`src/rtl/req_ack_responder.sv`:
```
// Responder side of a single-bit req/ack handshake: every accepted request is
// answered in order with one ack pulse carrying its tag, no earlier than LATENCY cycles.
module req_ack_responder #(
    parameter int LATENCY     = 1,
    parameter int MAX_PENDING = 4,
    parameter int TAG_W       = 4
) (
    input  logic                             clk,
    input  logic                             rst,
    input  logic                             req,
    input  logic [TAG_W-1:0]                 req_tag,
    input  logic                             stall,
    output logic                             ack,
    output logic [TAG_W-1:0]                 ack_tag,
    output logic [$clog2(MAX_PENDING+1)-1:0] pending,
    output logic                             overflow
);

    localparam int CW = $clog2(MAX_PENDING + 1);
    localparam int PW = (MAX_PENDING > 1) ? $clog2(MAX_PENDING) : 1;
    localparam int AW = (LATENCY > 0) ? $clog2(LATENCY + 1) : 1;
    localparam logic [AW-1:0] LAT_A    = AW'(LATENCY);
    localparam logic [AW-1:0] AGE_INIT = (LATENCY > 0) ? AW'(1) : AW'(0);
    localparam logic [CW-1:0] MAXP     = CW'(MAX_PENDING);
    localparam logic [PW-1:0] LASTP    = PW'(MAX_PENDING - 1);

    logic [TAG_W-1:0] tag_q [MAX_PENDING];
    logic [AW-1:0]    age_q [MAX_PENDING];
    logic [PW-1:0]    rd_ptr_q, rd_ptr_d;
    logic [PW-1:0]    wr_ptr_q, wr_ptr_d;
    logic [CW-1:0]    count_q, count_d;
    logic             overflow_q, overflow_d;

    logic head_valid_s, head_elig_s, bypass_s, deq_s, space_s, enq_s, drop_s;

    // Handshake decisions for this cycle; only bypass looks at req combinationally.
    always_comb begin
        head_valid_s = (count_q != '0);
        head_elig_s  = (LATENCY == 0) || (age_q[rd_ptr_q] >= LAT_A);
        bypass_s     = (LATENCY == 0) && !rst && req && !stall && !head_valid_s;
        deq_s        = !rst && head_valid_s && head_elig_s && !stall;
        space_s      = (count_q < MAXP) || deq_s;
        enq_s        = !rst && req && !bypass_s && space_s;
        drop_s       = !rst && req && !bypass_s && !space_s;
    end

    // Next-state for pointers, occupancy and the sticky drop flag.
    always_comb begin
        rd_ptr_d   = rd_ptr_q;
        wr_ptr_d   = wr_ptr_q;
        count_d    = count_q;
        overflow_d = overflow_q | drop_s;
        if (deq_s) begin
            rd_ptr_d = (rd_ptr_q == LASTP) ? '0 : rd_ptr_q + PW'(1);
        end else begin
            rd_ptr_d = rd_ptr_q;
        end
        if (enq_s) begin
            wr_ptr_d = (wr_ptr_q == LASTP) ? '0 : wr_ptr_q + PW'(1);
        end else begin
            wr_ptr_d = wr_ptr_q;
        end
        case ({enq_s, deq_s})
            2'b10:   count_d = count_q + CW'(1);
            2'b01:   count_d = count_q - CW'(1);
            default: count_d = count_q;
        endcase
    end

    // Ack outputs; tag is forced to zero whenever no ack is issued.
    always_comb begin
        ack = bypass_s | deq_s;
        if (bypass_s) begin
            ack_tag = req_tag;
        end else if (deq_s) begin
            ack_tag = tag_q[rd_ptr_q];
        end else begin
            ack_tag = '0;
        end
    end

    // State registers; ages count on every slot and saturate at LATENCY.
    always_ff @(posedge clk) begin
        if (rst) begin
            rd_ptr_q   <= '0;
            wr_ptr_q   <= '0;
            count_q    <= '0;
            overflow_q <= 1'b0;
            for (int i = 0; i < MAX_PENDING; i++) begin
                tag_q[i] <= '0;
                age_q[i] <= '0;
            end
        end else begin
            rd_ptr_q   <= rd_ptr_d;
            wr_ptr_q   <= wr_ptr_d;
            count_q    <= count_d;
            overflow_q <= overflow_d;
            for (int i = 0; i < MAX_PENDING; i++) begin
                if (age_q[i] < LAT_A) begin
                    age_q[i] <= age_q[i] + AW'(1);
                end else begin
                    age_q[i] <= age_q[i];
                end
            end
            if (enq_s) begin
                tag_q[wr_ptr_q] <= req_tag;
                age_q[wr_ptr_q] <= AGE_INIT;
            end
        end
    end

    assign pending  = count_q;
    assign overflow = overflow_q;

endmodule
```
`config.mk`:
```
export PLATFORM = sky130hd
export DESIGN_NAME = req_ack_responder
export DESIGN_NICKNAME = d
export VERILOG_FILES = /design/src/rtl/req_ack_responder.sv
export SDC_FILE = /design/constraint.sdc
export NUM_CORES = 1
export LEC_CHECK = 0
export ABC_CLOCK_PERIOD_IN_PS = 2900
export CORE_MARGIN = 4
export CORE_UTILIZATION = 49
export CTS_CLUSTER_DIAMETER = 40
export DETAILED_ROUTE_END_ITERATION = 7
export PLACE_DENSITY_LB_ADDON = 0.08
export SLEW_MARGIN = 20
export SYNTH_ARGS = -nofsm -noshare
export SYNTH_HDL_FRONTEND = slang
export SYNTH_SLANG_ARGS = --single-unit
```
`constraint.sdc`:
```
create_clock -name clk -period 2.9 [get_ports clk]
set_clock_uncertainty 0.05 [all_clocks]
set_input_delay 0.725 -clock clk [delete_from_list [all_inputs] [get_ports clk]]
set_output_delay 0.725 -clock clk [all_outputs]
set_load 0.01 [all_outputs]
```
==> Yosys cells after proc, flatten, opt, wreduce, memory -nomap -nowiden <==
Memories as Yosys holds them, arrays and structs flattened. A register that Yosys moved wholly into a read port is not among the register bits.
Cells that the tools add are included.
{ "word_totals": {"reg_bits": 8, "ram_bits": 20, "in_bits": 8, "output_inout_bits": 9, "elab_cells": 94, "n_memories": 2} }
{ "mem_list": {"columns": ["memory", "depth", "word_bits", "rd", "rd_ports_with_merged_regs", "wr", "line_no", "rtl"], "rows": [
  ["tag_q", 4, 4, 1, 1, 4, "27", "logic [TAG_W-1:0] tag_q [MAX_PENDING];"],
  ["age_q", 4, 1, 5, 1, 5, "28", "logic [AW-1:0] age_q [MAX_PENDING];"]
]} }
{ "classes": {"add_sub_neg": 8, "order_cmp": 6, "n_eq_ne": 4, "muxes": 48, "bitwise_logic": 9, "reduce_logical": 13} }
{ "ops": {"columns": ["operator", "n"], "rows": [
  ["$mux W1", 38],
  ["$mux W2", 7],
  ["$or A1 B1 Y1", 9],
  ["$mux W4", 2],
  ["$eq A2 B2 Y1 const B", 3],
  ["$logic_and A1 B1 Y1", 6],
  ["$pmux W3 S2", 1],
  ["$add A1 B1 Y1 const B", 4],
  ["$add A2 B1 Y2 const B", 2],
  ["$lt A1 B1 Y1 const B", 4],
  ["$reduce_or A4 Y1", 1],
  ["$add A3 B1 Y3 const B", 1],
  ["$logic_not A1 Y1", 3],
  ["$lt A3 B3 Y1 const B", 1],
  ["$reduce_bool A3 Y1", 1],
  ["$sub A3 B1 Y3 const B", 1],
  ["$eq A2 B1 Y1 const B", 1],
  ["$reduce_bool A2 Y1", 1],
  ["$ge A1 B1 Y1 const B", 1],
  ["$logic_or A1 B1 Y1", 1]
]} }

==> Depth between registers and ports, before layout <==
{ "depth": {"ltp_word": 11, "mapped_depth": 12, "mapped_depth_nobuf": 10} }

==> Worst setup path after synthesis <==
OpenSTA, ideal clock, no wires.
{ "synth_timing": {"path_kind": "input -> register", "start": "in stall", "end": "reg count_q[2] (netlist: pending[2])", "setup_time_ns": 0.070, "arrival_ns": 2.780, "required_time_ns": 2.780, "slack_ns": -0.001, "cell_stages": 11, "n_path_buf": 1, "path_cell_list": "nor2b_1 > a22oi_4 > or3_1 > buf_6 > inv_1 > ha_1 > inv_1 > fa_1 > xor2_1 > or3_1 > a21oi_1"} }
{ "synth_via": {"elab_chain_cells": 6, "word_cells_on_any_way": 8, "classes_between": "eq/ne: 2; mux: 1; reduce/logical: 5"} }
{ "synth_lines": {"columns": ["element", "line_no", "rtl"], "rows": [
  ["start, declared", "12", "input logic stall,"],
  ["$logic_not A1 Y1 *", "41", "deq_s = !rst && head_valid_s && head_elig_s && !stall;"],
  ["$logic_and A1 B1 Y1 *", "41", null],
  ["net ack", "13", "output logic ack,"],
  ["$logic_or A1 B1 Y1", "42", "space_s = (count_q < MAXP) || deq_s;"],
  ["$logic_and A1 B1 Y1", "43", "enq_s = !rst && req && !bypass_s && space_s;"],
  ["$eq A2 B1 Y1 or $eq A2 B2 Y1 (tied branches)", "63", "case ({enq_s, deq_s})"],
  ["$pmux W3 S2 or $reduce_bool A2 Y1 (tied branches)", null, null],
  ["end signal, assigned", "96", "count_q <= count_d;"],
  ["end, declared", "31", "logic [CW-1:0] count_q, count_d;"]
]} }
The timed path passes the listed nets; every way through them passes the cells marked *.
A chain may end at the register's enable or synchronous reset.

==> Worst setup path after layout <==
{ "layout_timing": {"start": "in stall", "end": "out ack_tag[2]"} }
{ "layout_via": {"elab_chain_cells": 3} }
{ "layout_lines": {"columns": ["element", "line_no", "rtl"], "rows": [
  ["$logic_not A1 Y1", "41", null],
  ["$logic_and A1 B1 Y1", "41", null],
  ["$mux W4", "75", "end else if (deq_s) begin"],
  ["end, declared", "14", "output logic [TAG_W-1:0] ack_tag,"]
]} }
No other way between the ends.

==> impl_summary.txt <==
----------------------------------------------------
[Layout]
  Core Util, Final ... 0.623
  Fraction of final layout cells sized beyond drive strength 1 ... 0.216
  Final-stage net count ... 151
  Antenna diode count ... 0
  Area growth from synthesis to layout ... 21.8%
  Area used by sequential logic in the layout ... 761 um^2
  Filler-free cell count of the finished design ... 170
  Area of the multi-input gates ... 578 um^2
  Fill cell count ... 222

[Synthesis]
  Register bit total from synthesis ... 30
  Yosys warning total ... 0
  Prevailing post-synth register cell ... edfxtp_1
  Cell taking the most area after synthesis ... edfxtp_1
  Post-Synthesis Cell Area ... 1410 um^2
  Commonest cells in the synthesized netlist ... edfxtp_1, dfxtp_1, inv_1, and4_1, nor2_1
  Post-synthesis cell type count ... 31
  Most common cell in the synthesized netlist ... edfxtp_1
  Syn_nets ... 125
  EDFF count, synth ... 16
  Share of async-settable or async-resettable flops after synthesis ... 0
  Proportion of synthesized chip area in sequential cells ... 0.539
  Average size of a mapped cell ... 12.6 um^2
  Area share of the largest cell type after synthesis ... 0.340
  Post-synthesis instance total ... 112
  Leading cell types by total area after synthesis ... edfxtp_1, dfxtp_1, mux4_1

[Floorplan]
  Area of the die ... 3800 um^2
  Placeable core region ... 2760 um^2
  Die W ... 61.7 um
  Die height ... 61.7 um
  Count of standard-cell rows ... 19
  Initial standard-cell utilization of the core ... 0.512
  Number of top-level pins ... 17

[Critical path]
  Kind of cell adding the most delay to the critical path ... simple AND/OR/NAND/NOR gates
  CP max-delay cell ... or3_4
  Crit path launch type ... primary input
  Worst r2r path cells ... 11
  Maximum fanout encountered on the critical timing path ... 6
  Worst setup EP type ... output pin
  Required time of the worst setup path ... 2120 ps
  Setup slack of the worst register-to-register path ... 290 ps
  Crit path kind ... in -> out
  Worst Path Arrival ... 2010 ps
  Delay of the slowest critical-path stage ... 430 ps
  Capture instance of the worst register-to-register path ... pending[2]
  Number of buffer and inverter instances along the worst setup path ... 2
  Worst Setup SP ... stall
  Crit path cell chain ... dlygate4sd2_1, nor2b_2, a22oi_4, or3_4, nor2b_1, clkdlybuf4s15_2

[Clock tree]
  CTS tree ... yes
  Count of H-tree levels built during CTS ... 2
  CTS Root Cell ... clkbuf_4
  Insertion delay of the later-clocked pin in the worst-skew pair ... 320 ps
  Maximum buffer depth of the clock tree ... 2
  CTS clock-pin slew for the worst setup and hold paths ... 90 ps
  TritonCTS sink count ... 30
  Number of buffers created by CTS ... 5
  Number of hold buffers added after CTS ... 0

[Global routing]
  Number of global-route vias before repair ... 871
  Overall overflow remaining after global route ... 0
  Wire length of the first global-routing pass ... 3970 um
  Global-route usage over all layers ... 0.151
  Number of antenna violations at the first check in global routing ... 0
  Pin count of the biggest net entering global routing ... 23

[STA]
  Peak clock frequency supported by timing ... 359 MHz
  Final period util ... 0.962
  Final number of max-transition violations ... 0
  Time the final worst path needs with I/O delays and setup ... 2790 ps
  Relative slew slack ... 0.715
  Final hold violation count ... 0
  Setup repair after global routing missed its margin ... no
  Actual slew at the worst max-slew pin ... 424 ps
  Setup Viol. Count Final ... 0

[Power]
  Power per unit of standard cell area ... 511 nW/um^2
  Power, Total ... 0.878 mW
  Leak ... 0.703 nW
  Peak ir drop on the vdd network ... 0.492 mV

[Min path]
  Hold-critical path depth ... 2
  Min-delay src ... overflow
  Worst min path class ... reg -> reg
  Endpoint, Worst Hold ... overflow

[Place]
  Port Buf Inserts ... 16
  HPWL after detailed placement ... 1840 um
  Number of placed instances, taps included ... 162
  RePlAce Congestion ... 0.792

[Routing]
  Routed vias ... 904
  Post-route DRC ... 0
  Final routed wire length divided by cell count ... 14.7 um
  Routed wire length ... 2490 um
  Avg Vias per Cell ... 5.32
  Residual antenna-violating net count after detailed routing ... 0
  First-pass iteration count of the detailed router ... 4
  Initial drt markers ... 33

[Run status]
  Outcome ... finished clean

[Flow run]
  Maximum capacitance violations ... 0

----------------------------------------------------
kinds of logic (layout without fill, tap and decap cells):
logic type	Yosys count	after routing	share of synthesized area
AOI/OAI and AO/OA	14	14	0.0887
muxes	8	8	0.104
buffers and inverters	19	46	0.0585
DFF	30	30	0.539
xor gates and xnor gates	2	2	0.0124
adders and majority gates	5	5	0.0496
and+or+nand+nor	34	34	0.148
through the flow:
step	worst slack (ps)	hold slack (ps)	cell area [um^2]	setup TNS [ps]
2_1_floorplan	49.4	424	1410	0
3_3_place_gp	-439	396	1650	-2700
3_5_place_dp	-462	401	1650	-2910
4_1_cts	18.0	417	1720	0
5_1_grt	24.9	446	1720	0
6_report	112	411	1720	0
power breakdown:
group | leakage, nW | internal [mW] | switching [mW]
clock network | 0.0353 | 0.117 | 0.146
logic | 0.387 | 0.0587 | 0.0590
registers | 0.281 | 0.477 | 0.0199
total | 0.703 | 0.653 | 0.225
worst register-to-register path: stages, from the launching register on:
cell     delay [ps]
dfxtp_1         430
mux2_2          390
a22oi_4         200
buf_4           160
a21oi_2          60
inv_1            60
ha_1            160
inv_1            50
fa_1            380
xor2_1          160
or3_1           310
a21oi_1         140
cell usage in the layout, fill, tap and decap left out, types with 2 or more instances in the layout:
cell	count
clkbuf_4	5
nor2_1	7
buf_4	9
and3_1	4
a31o_1	3
clkdlybuf4s50_1	9
mux4_1	3
ha_1	4
clkdlybuf4s15_1	2
dfxtp_1	14
and2_1	4
o211ai_1	2
inv_1	13
clkdlybuf4s15_2	3
o21ai_0	2
and4_1	8
edfxtp_1	16
nor2b_1	4
a21oi_1	2
xor2_1	2
mux2_2	4
cell type report:
type                    count  share of cell area
flip-flops and latches     30               0.443
clock inverters             1             0.00291
repair buffers             25               0.135
inverters                  13              0.0284
multi-input cells          63               0.336
clock buffers               7              0.0320
well taps                  31              0.0226
repair_timing:
item,4_1_cts,5_1_grt
gates resized for setup,16,1
pin swaps,1,0
setup buffers,0,0
setup endpoints to repair,6,6
metal layers:
layer	part of all wire	GRT usage	wire length, um
met5	0	0	0
met3	0.057	0.0629	141
met2	0.46	0.233	1150
met1	0.47	0.195	1170
met4	0.010	0.0455	25
worst max path at each step:
stage	endpoint	cells after the start
3_5_place_dp	ack_tag[1]	6
3_3_place_gp	ack_tag[1]	6
6_report	ack_tag[2]	6
4_1_cts	ack_tag[2]	4
5_1_grt	pending[2]	11
2_1_floorplan	pending[2]	11
flip-flops by register name (all words and copies together) (netlist names), named ones only:
name	cells
rd_ptr_q	2
pending	3
age_q	4
overflow	1
wr_ptr_q	2
tag_q	16
(Power assumes the default switching activity.)
